### config.mk
export PLATFORM = sky130hd
export DESIGN_NAME = regfile_wb_scoreboard
export DESIGN_NICKNAME = d
export VERILOG_FILES = /design/src/rtl/regfile_wb_scoreboard_pkg.sv /design/src/rtl/regfile_scoreboard.sv /design/src/rtl/regfile_wb_scoreboard.sv
export SDC_FILE = /design/constraint.sdc
export NUM_CORES = 2
export LEC_CHECK = 0
export ABC_AREA = 1
export BUFFER_PORTS_ARGS = -buffer_cell sky130_fd_sc_hd__buf_4
export CORE_ASPECT_RATIO = 1.2
export CORE_MARGIN = 1
export CORE_UTILIZATION = 25
export DETAILED_ROUTE_END_ITERATION = 12
export HOLD_SLACK_MARGIN = 0.1
export SYNTH_ARGS = -nofsm -noshare
export SYNTH_HDL_FRONTEND = slang
export SYNTH_SLANG_ARGS = --single-unit
### constraint.sdc
create_clock -name CLK -period 4.8 [get_ports CLK]
set_input_delay 0.96 -clock CLK [delete_from_list [all_inputs] [get_ports CLK]]
set_output_delay 0.96 -clock CLK [all_outputs]
set_load 0.03 [all_outputs]
### src/rtl/regfile_wb_scoreboard_pkg.sv
// Shared sizing defaults and constants for the register file, write-back latch and scoreboard.
package regfile_wb_scoreboard_pkg;

  localparam int unsigned DATA_W_DEF = 32;
  localparam int unsigned ADDR_W_DEF = 5;
  localparam int unsigned REG_ZERO   = 0;

endpackage

### src/rtl/regfile_scoreboard.sv
// Per-register busy scoreboard with set-over-clear priority and the decode stall decision.
module regfile_scoreboard
  import regfile_wb_scoreboard_pkg::*;
#(
  parameter int unsigned ADDR_W = ADDR_W_DEF
) (
  input  logic              clk,
  input  logic              rst_n,
  input  logic              issue_valid,
  input  logic [ADDR_W-1:0] issue_src1,
  input  logic [ADDR_W-1:0] issue_src2,
  input  logic [ADDR_W-1:0] issue_dest,
  input  logic              wb_valid,
  input  logic [ADDR_W-1:0] wb_reg,
  output logic              stall
);

  localparam int unsigned NREG = 2**ADDR_W;

  logic [NREG-1:0] busy;
  logic            hz_src1;
  logic            hz_src2;
  logic            hz_dest;
  logic            accept;

  // A register whose producer sits in the write-back latch is covered by the bypass.
  function automatic logic hazard(input logic [ADDR_W-1:0] r,
                                  input logic [NREG-1:0]   bv,
                                  input logic              v,
                                  input logic [ADDR_W-1:0] wr);
    return (r != ADDR_W'(REG_ZERO)) && bv[r] && !(v && (wr == r));
  endfunction

  always_comb begin
    hz_src1 = hazard(issue_src1, busy, wb_valid, wb_reg);
    hz_src2 = hazard(issue_src2, busy, wb_valid, wb_reg);
    hz_dest = hazard(issue_dest, busy, wb_valid, wb_reg);
    stall   = rst_n && issue_valid && (hz_src1 || hz_src2 || hz_dest);
    accept  = issue_valid && !stall;
  end

  // The set is issued last so a new producer wins over a same-edge completion.
  always_ff @(posedge clk or negedge rst_n) begin
    if (!rst_n) begin
      busy <= '0;
    end else begin
      if (wb_valid) begin
        busy[wb_reg] <= 1'b0;
      end
      if (accept && (issue_dest != ADDR_W'(REG_ZERO))) begin
        busy[issue_dest] <= 1'b1;
      end
    end
  end

endmodule

### src/rtl/regfile_wb_scoreboard.sv
// Architectural register file fed by a one-cycle write-back latch that doubles as the
// decode bypass source; the busy scoreboard decides when decode must stall.
module regfile_wb_scoreboard
  import regfile_wb_scoreboard_pkg::*;
#(
  parameter              NAME   = "RF",
  parameter int unsigned DATA_W = DATA_W_DEF,
  parameter int unsigned ADDR_W = ADDR_W_DEF
) (
  input  logic              CLK,
  input  logic              RESET,
  input  logic [ADDR_W-1:0] ReadRegister1,
  input  logic [ADDR_W-1:0] ReadRegister2,
  output logic [DATA_W-1:0] RegisterData1,
  output logic [DATA_W-1:0] RegisterData2,
  input  logic              WBValid,
  input  logic [ADDR_W-1:0] WBRegister,
  input  logic [DATA_W-1:0] WBData,
  output logic [ADDR_W-1:0] WriteRegister1stPri1,
  output logic [DATA_W-1:0] WriteData1stPri1,
  output logic              Valid1stPri1,
  input  logic              IssueValid,
  input  logic [ADDR_W-1:0] IssueSrc1,
  input  logic [ADDR_W-1:0] IssueSrc2,
  input  logic [ADDR_W-1:0] IssueDest,
  output logic              Stall
);

  localparam int unsigned NREG = 2**ADDR_W;

  logic [DATA_W-1:0] mem [NREG];

  // NAME is a debug tag only; this empty scope just carries it into the hierarchy.
  if ($bits(NAME) == 0) begin : g_untagged
  end

  // Write-back latch and array commit; register 0 is never targeted because the
  // latch valid is already qualified against it.
  always_ff @(posedge CLK or negedge RESET) begin
    if (!RESET) begin
      mem                  <= '{default: '0};
      Valid1stPri1         <= 1'b0;
      WriteRegister1stPri1 <= '0;
      WriteData1stPri1     <= '0;
    end else begin
      Valid1stPri1         <= WBValid && (WBRegister != ADDR_W'(REG_ZERO));
      WriteRegister1stPri1 <= WBRegister;
      WriteData1stPri1     <= WBData;
      if (Valid1stPri1) begin
        mem[WriteRegister1stPri1] <= WriteData1stPri1;
      end
    end
  end

  assign RegisterData1 = mem[ReadRegister1];
  assign RegisterData2 = mem[ReadRegister2];

  regfile_scoreboard #(
    .ADDR_W (ADDR_W)
  ) u_scoreboard (
    .clk         (CLK),
    .rst_n       (RESET),
    .issue_valid (IssueValid),
    .issue_src1  (IssueSrc1),
    .issue_src2  (IssueSrc2),
    .issue_dest  (IssueDest),
    .wb_valid    (Valid1stPri1),
    .wb_reg      (WriteRegister1stPri1),
    .stall       (Stall)
  );

endmodule
Yosys cells after proc, flatten, opt, wreduce, memory -nomap -nowiden

Index checks and enable logic that the tools add are counted.

Bits of input ports: 66
Logic and storage cells: 103
Output and inout port bits: 103
Register bits: 1094

Eq/ne operators: 3
Reductions and logical operators: 27
Bitwise logic cells: 6
Multiplexer cells: 21
$lt $le $gt $ge: 10

Operators with widths:

| cell                                                                                | count |
|---|---|
| 1024-bit bitwise mux                                                                | 1 |
| 32-bit binary-select mux with 5-bit select                                          | 2 |
| 32-bit two-way mux                                                                  | 7 |
| 32-bit demux with 5-bit select                                                      | 1 |
| 32-bit bitwise AND                                                                  | 1 |
| 32-bit NOT                                                                          | 1 |
| 32-bit bitwise OR                                                                   | 1 |
| 5-bit by 6-bit less-than comparator with 1-bit output, second input constant        | 4 |
| 5-bit nonzero test                                                                  | 4 |
| 6-bit greater-or-equal comparator, second input constant                            | 3 |
| 5-bit NOT with 6-bit output                                                         | 3 |
| 1-bit logical AND                                                                   | 17 |
| 1-bit binary-select mux with 5-bit select                                           | 3 |
| 5-bit == test                                                                       | 3 |
| 1-bit demux with 5-bit select                                                       | 2 |
| 5-bit by 1-bit greater-or-equal comparator with 1-bit output, second input constant | 2 |
| 6-bit by 1-bit less-than comparator with 1-bit output, second input constant        | 1 |
| 1-bit two-way mux                                                                   | 5 |
| 1-bit logical NOT                                                                   | 4 |
| 1-bit logical OR                                                                    | 2 |

Depth between registers and ports, before layout

Depth in word-level cells: 11
Mapped depth: 17
Mapped depth without buffers: 15

Hierarchy

A second synthesis with hierarchy kept.

Cell total of the unflattened synthesis: 8850
Area, all modules: 60471.7 sq um

Modules (own cells, without submodules):

| module                | area an instance (sq um) | instances | cells each | sequential area each (sq um) |
|---|---|---|---|---|
| regfile_wb_scoreboard | 57458.9                  | 1         | 8350       | 26575.5 |
| regfile_scoreboard    | 3012.9                   | 1         | 500        | 800.8 |

Worst setup path before layout

OpenSTA, ideal clock, no wires.

Path type: input to output
Start point: input port ReadRegister2[0]
End point: output port RegisterData2[0]
Buffers on the path: 4
Cell stages on the path: 9
Required time: 3840 ps
Path slack: 1212 ps
Data arrival time: 2628 ps
Cell sequence: buf_4 > inv_2 > buf_4 > buf_2 > clkbuf_1 > o21ai_0 > o211ai_1 > nand3_1 > a32oi_1

Word-level cells in the longest chain between the ends: 4

RTL lines:

| element                                               | line                        | RTL |
|---|---|---|
| start: declaration                                    | regfile_wb_scoreboard.sv:13 | `input logic [ADDR_W-1:0] ReadRegister2,` |
| 5-bit NOT with 6-bit output (not written as such)     | regfile_wb_scoreboard.sv:56 | `assign RegisterData2 = mem[ReadRegister2];` |
| 32-bit binary-select mux with 5-bit select            | regfile_wb_scoreboard.sv:56 |  |
| 32-bit two-way mux (not written as such) (2 in a row) | regfile_wb_scoreboard.sv:56 |  |
| end: declaration                                      | regfile_wb_scoreboard.sv:15 | `output logic [DATA_W-1:0] RegisterData2,` |

Every way passes these cells. The select of a mux whose other input is x is not followed.

Worst setup path after layout

Start point: input port ReadRegister1[1]
End point: output port RegisterData1[27]

Word-level cells in the longest chain between the ends: 4

RTL lines:

| element                                               | line                        | RTL |
|---|---|---|
| start: declaration                                    | regfile_wb_scoreboard.sv:12 | `input logic [ADDR_W-1:0] ReadRegister1,` |
| 5-bit NOT with 6-bit output (not written as such)     | regfile_wb_scoreboard.sv:55 | `assign RegisterData1 = mem[ReadRegister1];` |
| 32-bit binary-select mux with 5-bit select            | regfile_wb_scoreboard.sv:55 |  |
| 32-bit two-way mux (not written as such) (2 in a row) | regfile_wb_scoreboard.sv:55 |  |
| end: declaration                                      | regfile_wb_scoreboard.sv:14 | `output logic [DATA_W-1:0] RegisterData1,` |

Every way passes these cells. The select of a mux whose other input is x is not followed.

==> impl_results.md <==
* Seq/Total Area, Yosys at 0.474
* Largest net degree at the start of global routing at 143
* Area Overhead vs Synth at 14.8%
* Vias per inst at 5.54
* CTS Sinks at 1094
* Yosys warnings at 0
* Design area at 0.0662 mm2
* Fin nets at 7377
* Seq pwr share at 0.459
* Area of the multi-input gates at 0.0266 mm2
* Drt initial violations at 7409
* Leading cell type in the layout, fill and taps excluded: o21ai_0
* Max Cap Viol at 0
* Clk slew on worst S/H paths at 0.07 ns
* Die Span X at 441 um
* Routed WL per cell at 23.4 um
* Dominant cell type by area after synthesis: dfrtp_1
* CP Launch Type: primary input
* RSZ-0062 raised after global routing: false
* GRT overflow at 0
* Ys flop type: dfrtp_1
* Critical Path RT at 3.84 ns
* HP Class: in -> async
* Number of gates resized after cts at 0
* Flops & latches, synth at 1094
* Mapped Cells at 7564
* Vias in the first global route at 55200
* Net Sw Power at 0.00858 W
* GR Util met3 at 0.0345
* WS Path Type: in -> out
* CTS buffer count at 110
* Crit Path Max Fanout at 78
* Max Slew Vio Count at 0
* Count of final setup violators at 0
* Crit path DAT at 3.44 ns
* Power per Cell Area at 404 mW/mm2
* Non-filler cells, final at 10400
* Initial antenna violation count at 2
* Share of layout cells above drive strength 1 at 0.0866
* H-tree levels at 3
* RD Place Congestion at 0.892
* Top-area cell type share of the netlist area at 0.474
* ANT nets after route at 0
* Row cnt at 192
* CTS tree: built
* Post-CTS Hold Buffers at 0
* First-pass GRT wire length at 363 mm
* Skew-Pair Late Insertion Delay at 0.73 ns
* Status: complete, no violations
* Flip-flop and latch area at 0.0274 mm2
* Core Area at 0.229 mm2
* Post-CTS Setup Repair Bufs at 0
* Post-route clock period utilization at 0.917
* Die area at 0.233 mm2
* Most frequent cells in the layout: o21ai_0 (1989), nand2_1 (1192), dfrtp_1 (1094)
* Syn_area_per_cell at 7.63 um2
* Worst Skew at 0.0393 ns
* Share of power burned in combinational logic at 0.190
* Setup crit start: ReadRegister1[1]
* GRT busiest layer: met2
* Top post-synthesis cells by area: dfrtp_1 (47%), o21ai_0 (17%), nand2_1 (7.9%), nor2_1 (6.5%), clkbuf_1 (3.8%)
* Initial Utilization at 0.252
* Root Buffer: clkbuf_16
* Vias at 57700
* HPWL after DPL at 141 mm
* Clock network power share at 0.351
* Max Root-Sink Buffers at 3
* Post-Syn Area at 0.0577 mm2
* Actual slew at the worst max-slew pin at 1.20 ns
* GR Util All Layers at 0.203
* CP Capture Type: output pin
* Max Freq at 227 MHz
* VDD IR max at 0.291 mV
* Placed insts at 10200
* M2 GR Usage at 0.322
* Sw Ratio at 0.321
* IO Pins at 169
* Leak at 28.0 nW
* Async S/R FF share, synth at 1.00
* Die Ht at 528 um
* DR pass1 iterations at 7
* Fillers at 24300
* Pint at 0.0182 W
* Hold WS at 0.198 ns
* DRT Wirelength at 243 mm
* Met1 Usage GRT at 0.249
* Hold Vio Cnt, Final at 0
* Post-route DRC violation count at 0
* Minimum clock period after layout at 4.40 ns
* Setup Total Neg Slack at 0 ns
* EDFF count, synth at 0
* Worst R2R Start: WriteRegister1stPri1[4]$_DFF_PN0_
* Dpl cell area at 0.0624 mm2
* Power, Total at 0.0267 W
* Syn Nets at 7630
* Rel. slew slack at 0.194
* Post-synth cell types at 35
* I/O Buffers at 168
[worst max-delay path, cell delays in order]
cell	delay [ns]
buf_6	0.18
inv_8	0.45
buf_12	0.32
buf_4	0.19
a21oi_1	0.06
a21oi_1	0.16
o21ai_0	0.15
a32oi_1	0.57
buf_4	0.28
[registers in the layout, indices dropped and copies added (netlist names)]
register              flops
Valid1stPri1              1
mem                    1024
u_scoreboard.busy        32
WriteData1stPri1         32
WriteRegister1stPri1      5
[kinds of logic after synthesis]
group,count (synthesis),synth area share
DFF,1094,0.474
buffers and inverters,993,0.0685
and+or+nand+nor,2471,0.167
xor gates and xnor gates,1,0.000152
AOI/OAI and AO/OA,3005,0.289
[layout make-up]
class                   instances  area share
repair buffers                401      0.0568
diodes                          2   0.0000756
multi-input cells            5477       0.401
clock inverters                48      0.0105
flip-flops and latches       1094       0.413
well taps                    3007      0.0568
inverters                     227      0.0135
clock buffers                 155      0.0476
[power groups by stage]
stage               Combinational, W  Clock [W]  Sequential, W
detailed placement           0.00505          0         0.0124
finish                       0.00509    0.00937         0.0123
floorplan                    0.00339          0         0.0120
global placement             0.00491          0         0.0123
CTS                          0.00505    0.00951         0.0122
global route                 0.00572    0.00985         0.0125
[routing by layer]
layer,part of all wire,vias up
met1,0.38,28000
met4,0.082,2
met2,0.45,3300
li1,-,25600
met5,0.000053,-
met3,0.089,877
[final timing paths]
kind                                                   end  slack, ns  depth (start not counted)
setup reg to reg                      mem[393]$_DFFE_PN0P_       1.47                          6
max in group asynchronous             mem[453]$_DFFE_PN0P_       2.59                          3
hold / removal             u_scoreboard.busy[28]$_DFF_PN0_       0.20                          1
min in group CLK            WriteData1stPri1[14]$_DFF_PN0_       0.31                          1
setup / recovery                         RegisterData1[27]       0.40                          9
hold reg to reg                       mem[125]$_DFFE_PN0P_       0.48                          2
[synthesized netlist by cell type, types with 4 or more instances]
library cell,instances
o211ai_1,124
a21oi_1,328
nor2_1,1005
nand2_1,1220
clkbuf_1,585
o21ai_1,112
clkinv_1,6
inv_2,14
nand4_1,6
nor2_4,4
buf_4,8
inv_1,207
nor3_1,17
o21a_1,8
a32oi_1,57
o22ai_1,68
buf_2,137
o221ai_1,249
buf_1,33
nand3_1,208
dfrtp_1,1094
o21ai_0,1989
a31oi_1,66
[metrics by stage]
stage / setup slack (ns) / util
3_3_place_gp: 0.418 / 0.273
2_1_floorplan: 1.21 / -
4_1_cts: 0.434 / 0.290
3_5_place_dp: 0.435 / 0.273
5_1_grt: 0.359 / 0.290
6_report: 0.397 / 0.290
Power figures use the tool's default switching activity.
